### src/rtl/player_motion_ctl.sv
// Player sprite motion controller for the 800x600 VGA pipeline.
// Position advances once per frame on the vsync rising edge, so the draw
// stage never sees a position change in the middle of a scan.
module player_motion_ctl #(
   parameter int unsigned X_INIT   = 100,
   parameter int unsigned X_MIN    = 0,
   parameter int unsigned X_MAX    = 760,
   parameter int unsigned Y_GROUND = 500,
   parameter int unsigned STEP_X   = 4,
   parameter int unsigned JUMP_V   = 16,
   parameter int unsigned GRAVITY  = 1
) (
   input  logic        clk,
   input  logic        rst,
   input  logic        vsync,
   input  logic        start,
   input  logic        left,
   input  logic        right,
   input  logic        jump,
   output logic [11:0] xpos,
   output logic [11:0] ypos,
   output logic        airborne,
   output logic        frame_tick
);

   typedef enum logic [1:0] {StIdle, StGround, StJump, StFall} state_e;

   localparam logic [11:0] XInit     = 12'(X_INIT);
   localparam logic [11:0] XMin      = 12'(X_MIN);
   localparam logic [11:0] XMax      = 12'(X_MAX);
   // Thresholds below which a full step would cross the clamp.
   localparam logic [11:0] XLeftLim  = 12'(X_MIN + STEP_X);
   localparam logic [11:0] XRightLim = 12'(X_MAX - STEP_X);
   localparam logic [11:0] XStep     = 12'(STEP_X);
   localparam logic [11:0] YGround   = 12'(Y_GROUND);
   localparam logic [5:0]  JumpV     = 6'(JUMP_V);
   localparam logic [5:0]  Grav      = 6'(GRAVITY);

   state_e      state_q, state_d;
   logic [11:0] xpos_q, xpos_d;
   logic [11:0] ypos_q, ypos_d;
   logic [5:0]  vel_q, vel_d;
   logic        vsync_q;
   logic        frame_tick_q, frame_tick_d;

   logic        tick;
   logic [11:0] x_move;
   logic [11:0] y_rise;
   logic [5:0]  vel_dec;
   logic [6:0]  vel_inc;
   logic [5:0]  vel_fall;
   logic [12:0] y_fall;
   logic        landing;

   assign tick = vsync & ~vsync_q;

   // Horizontal candidate position, clamped without ever wrapping.
   always_comb begin
      x_move = xpos_q;
      if (left && !right) begin
         x_move = (xpos_q < XLeftLim) ? XMin : xpos_q - XStep;
      end else if (right && !left) begin
         x_move = (xpos_q > XRightLim) ? XMax : xpos_q + XStep;
      end
   end

   // Vertical candidates for the rising and falling phases.
   always_comb begin
      y_rise   = (ypos_q < {6'd0, vel_q}) ? 12'd0 : ypos_q - {6'd0, vel_q};
      vel_dec  = vel_q - Grav;
      vel_inc  = {1'b0, vel_q} + {1'b0, Grav};
      vel_fall = (vel_inc > {1'b0, JumpV}) ? JumpV : vel_inc[5:0];
      y_fall   = {1'b0, ypos_q} + {7'd0, vel_fall};
      landing  = (y_fall >= {1'b0, YGround});
   end

   // Next-state logic: everything except leaving IDLE waits for a frame tick.
   always_comb begin
      state_d      = state_q;
      xpos_d       = xpos_q;
      ypos_d       = ypos_q;
      vel_d        = vel_q;
      frame_tick_d = tick && (state_q != StIdle);
      unique case (state_q)
         StIdle: begin
            if (start) begin
               state_d = StGround;
            end
         end
         StGround: begin
            if (tick) begin
               xpos_d = x_move;
               if (jump) begin
                  state_d = StJump;
                  vel_d   = JumpV;
               end
            end
         end
         StJump: begin
            if (tick) begin
               xpos_d = x_move;
               ypos_d = y_rise;
               vel_d  = vel_dec;
               if (vel_dec == 6'd0) begin
                  state_d = StFall;
               end
            end
         end
         StFall: begin
            if (tick) begin
               xpos_d = x_move;
               if (landing) begin
                  ypos_d  = YGround;
                  vel_d   = 6'd0;
                  state_d = StGround;
               end else begin
                  ypos_d = y_fall[11:0];
                  vel_d  = vel_fall;
               end
            end
         end
         default: begin
            state_d = StIdle;
         end
      endcase
   end

   // State and position registers with asynchronous reset.
   always_ff @(posedge clk or posedge rst) begin
      if (rst) begin
         state_q      <= StIdle;
         xpos_q       <= XInit;
         ypos_q       <= YGround;
         vel_q        <= 6'd0;
         vsync_q      <= 1'b0;
         frame_tick_q <= 1'b0;
      end else begin
         state_q      <= state_d;
         xpos_q       <= xpos_d;
         ypos_q       <= ypos_d;
         vel_q        <= vel_d;
         vsync_q      <= vsync;
         frame_tick_q <= frame_tick_d;
      end
   end

   assign xpos       = xpos_q;
   assign ypos       = ypos_q;
   assign frame_tick = frame_tick_q;
   assign airborne   = (state_q == StJump) || (state_q == StFall);

endmodule

### config.mk
export PLATFORM = sky130hd
export DESIGN_NAME = player_motion_ctl
export DESIGN_NICKNAME = d
export VERILOG_FILES = /design/src/rtl/player_motion_ctl.sv
export SDC_FILE = /design/constraint.sdc
export NUM_CORES = 1
export LEC_CHECK = 0
export CORE_UTILIZATION = 55
export DETAILED_ROUTE_END_ITERATION = 7
export GPL_TIMING_DRIVEN = 0
export PLACE_DENSITY_LB_ADDON = 0.2
export SYNTH_ARGS = -nofsm -noshare
export SYNTH_HDL_FRONTEND = slang
export SYNTH_SLANG_ARGS = --single-unit
### constraint.sdc
create_clock -name clk -period 7.3 [get_ports clk]
set_input_delay 1.095 -clock clk [delete_from_list [all_inputs] [get_ports clk]]
set_output_delay 1.095 -clock clk [all_outputs]
set_load 0.01 [all_outputs]
==> flow_metrics.env <==
export IMPL_outcome="completed"
export IMPL_clock_latency_ps=290
export IMPL_setup_worst_path_start_class="flip-flop"
export IMPL_ys_top_cells_by_count="34 x nor2_1, 28 x o21ai_0, 25 x inv_1"
export IMPL_routabilityCongestion=0.884
export IMPL_path_clk_slew_ps=80
export IMPL_die_footprint_sq_mm=0.00571
export IMPL_timing_hold_violations_final=0
export IMPL_relSlewSlack_pct=64.3
export IMPL_flow_area_growth_from_synthesis_pct=18.0
export IMPL_first_global_vias=2545
export IMPL_worst_path_max_fanout=10
export IMPL_final_critical_path_setup_slack_ps=3250
export IMPL_synth_async_sr_flop_share_pct=100
export IMPL_ys_top_cells_by_area="dfrtp_1 19%, ha_1 10%, dfstp_2 7.9%"
export IMPL_floorplan_initialDensity_pct=57.5
export IMPL_synthCells=365
export IMPL_final_antenna_net_count=0
export IMPL_cts_max_level=2
export IMPL_floorplan_die_height_um=75.6
export IMPL_grtUsageTotal_pct=27.6
export IMPL_cts_root_to_sink_buffers=2
export IMPL_worst_setup_path_type="flip-flop to flip-flop"
export IMPL_die_width_um=75.6
export IMPL_cts_resized=0
export IMPL_synthDistinctLibCells=65
export IMPL_hold_slack_ps=518
export IMPL_fin_tns_setup_ps=0
export IMPL_synthFlopType="dfrtp_1"
export IMPL_slew_violations=0
export IMPL_routed_wirelength_mm=7.25
export IMPL_grt_start_max_net_pins=33
export IMPL_insertedDiodeCount=0
export IMPL_clock_sinks=32
export IMPL_drive_above_1_share_pct=10.6
export IMPL_buffer_ports_inserted=30
export IMPL_synthDominantCellAreaShare_pct=19.3
export IMPL_drv_max_cap_violation_count=0
export IMPL_crit_required_ps=7470
export IMPL_design_portCount=33
export IMPL_grt_antenna_before_repair=0
export IMPL_synth_area_leader_cell="dfrtp_1"
export IMPL_post_place_ws_ps=3370
export IMPL_detailedPlacementHpwl_mm=5.26
export IMPL_postSynthRegisterBits=32
export IMPL_synth_most_common_cell="nor2_1"
export IMPL_global_route_wire_length_before_repair_mm=12.0
export IMPL_postSynthAreaPerCell_sq_um=8.15
export IMPL_maximum_resistive_drop_on_vdd_v=0.000301
export IMPL_number_of_endpoints_failing_setup_at_the_final_stage=0
export IMPL_timing_hold_worst_class="flip-flop to flip-flop"
export IMPL_ys_warn_count=0
export IMPL_cts_hold_buffers_added=0
export IMPL_synth_edf_count=0
export IMPL_synth_seq_area_share_pct=27.3
export IMPL_worstMarginPinSlew_ps=532
export IMPL_tritoncts_num_buffers=5
export IMPL_fin_worst_skew_ps=9.52
export IMPL_rsz0062_at_grt="no"
export IMPL_power_density_mw_per_mm2=454
export IMPL_detail_route_iter0_violations=299
export IMPL_routedWlPerCell_um=15.2
export IMPL_portion_of_the_clock_cycle_consumed_by_the_worst_path_in_the_final_layout_pct=55.5
export IMPL_post_layout_total_power_w=0.00159
export IMPL_grt_overflow_total=0
export IMPL_total_leakage_power_nw=1.46
export IMPL_synthesis_area_sq_mm=0.00298
export IMPL_drcViolationCount=0
export IMPL_via_count=2853
export IMPL_ctsRootBufferMaster="clkbuf_8"
export IMPL_firstDrtPassIters=5
export IMPL_core_rowCount=26
export IMPL_core_area_sq_mm=0.00517
export IMPL_cts_post_setup_buffers_inserted=0
export IMPL_min_tclk_post_route_ps=4050
export IMPL_critical_path_arrival_ps=4230
export IMPL_fmaxAchievable_ghz=0.247
export IMPL_final_nets=438
export IMPL_cp_end_kind="flip-flop"
export IMPL_dr_vias_cell=5.99
export IMPL_cts_tree="built"
[metal layers]
layer | vias up | track usage [%] | part of all wire (%)
met5 | - | 0 | 0
met4 | 0 | 8.23 | 1.5
met3 | 12 | 4.50 | 4.7
met2 | 93 | 45.7 | 47
met1 | 1337 | 37.3 | 47
li1 | 1411 | - | -
[critical path, cell delays in order, from the launching register on]
cell and delay, ps:
dfrtp_1 530, ha_1 280, and3_1 210, nand3_1 80
o21ai_0 100, nand2_1 190, nor2_1 140, ha_1 200
inv_1 60, fa_1 400, nand2b_1 180, a21oi_1 160
xnor2_1 140, a2111oi_4 360, nand3_2 280, a21oi_2 280
mux2_2 360
[flip-flops by register name (all words and copies together) (netlist names)]
signal,flops
vel_q,6
xpos,10
frame_tick,1
ypos,12
state_q,2
vsync_q,1
[final cells by class]
class	instances	area (sq um)
sequential	32	812
inverter	26	97.6
clock inverter	3	42.5
timing repair buffer	31	328
fill	427	1660
multi-input combinational	287	1960
clock buffer	5	68.8
tap	70	87.6
buffer	22	113
[path summary, 6_finish.rpt]
check	depth (start not counted)	start	to	slack (ps)
hold reg to reg	2	ypos[5]	ypos[5]	520
setup / recovery	16	vel_q[0]	state_q[1]	3250
min in group asynchronous	2	rst	ypos[9]	1100
setup reg to reg	16	vel_q[0]	state_q[1]	3250
hold / removal	2	ypos[5]	ypos[5]	520
max in group asynchronous	3	rst	xpos[2]	5700
[where the power goes]
| part | internal, W | total [W] | switching [W] |
|---|---|---|---|
| registers | 0.000267 | 0.000353 | 0.0000860 |
| logic | 0.000476 | 0.00107 | 0.000591 |
| clock network | 0.000101 | 0.000175 | 0.0000743 |
| total | 0.000843 | 0.00159 | 0.000751 |
[cells by family after synthesis]
logic type	count (synthesis)	share of synthesized area, %
AO/OA/AOI/OAI	112	26.1
XOR/XNOR	18	5.30
adder cells (fa/ha/maj)	27	11.8
buffers and inverters	48	7.06
flip-flops	32	27.3
multiplexers	3	1.05
other	1	0.126
AND/OR/NAND/NOR	124	21.3
[placed cells by master (no fill, tap or decap), types with 4 or more instances in the layout]
cell / instances
ha_1: 24
and3_1: 4
clkbuf_1: 14
xor2_1: 4
nand2b_1: 4
dfstp_2: 9
nor2_1: 34
a211oi_1: 5
inv_1: 24
a31oi_1: 5
xnor2_1: 14
clkdlybuf4s50_1: 30
nor3_1: 14
or3_1: 6
o21ai_0: 28
nor2b_1: 4
a21oi_1: 22
nand3_1: 17
a21o_1: 4
nand2_1: 19
o31ai_1: 4
a22o_1: 6
or2_2: 5
clkbuf_8: 5
dfrtp_1: 23
nand4_1: 6
[metrics by stage]
step / cells / utilization, % / area (sq um)
global route: 476 / 67.9 / 3510
CTS: 475 / 67.3 / 3480
detailed placement: 467 / 65.2 / 3370
finish: 476 / 67.9 / 3510
floorplan: 367 / - / 2980
global placement: 467 / 65.2 / 3370
Power figures use the tool's default switching activity.
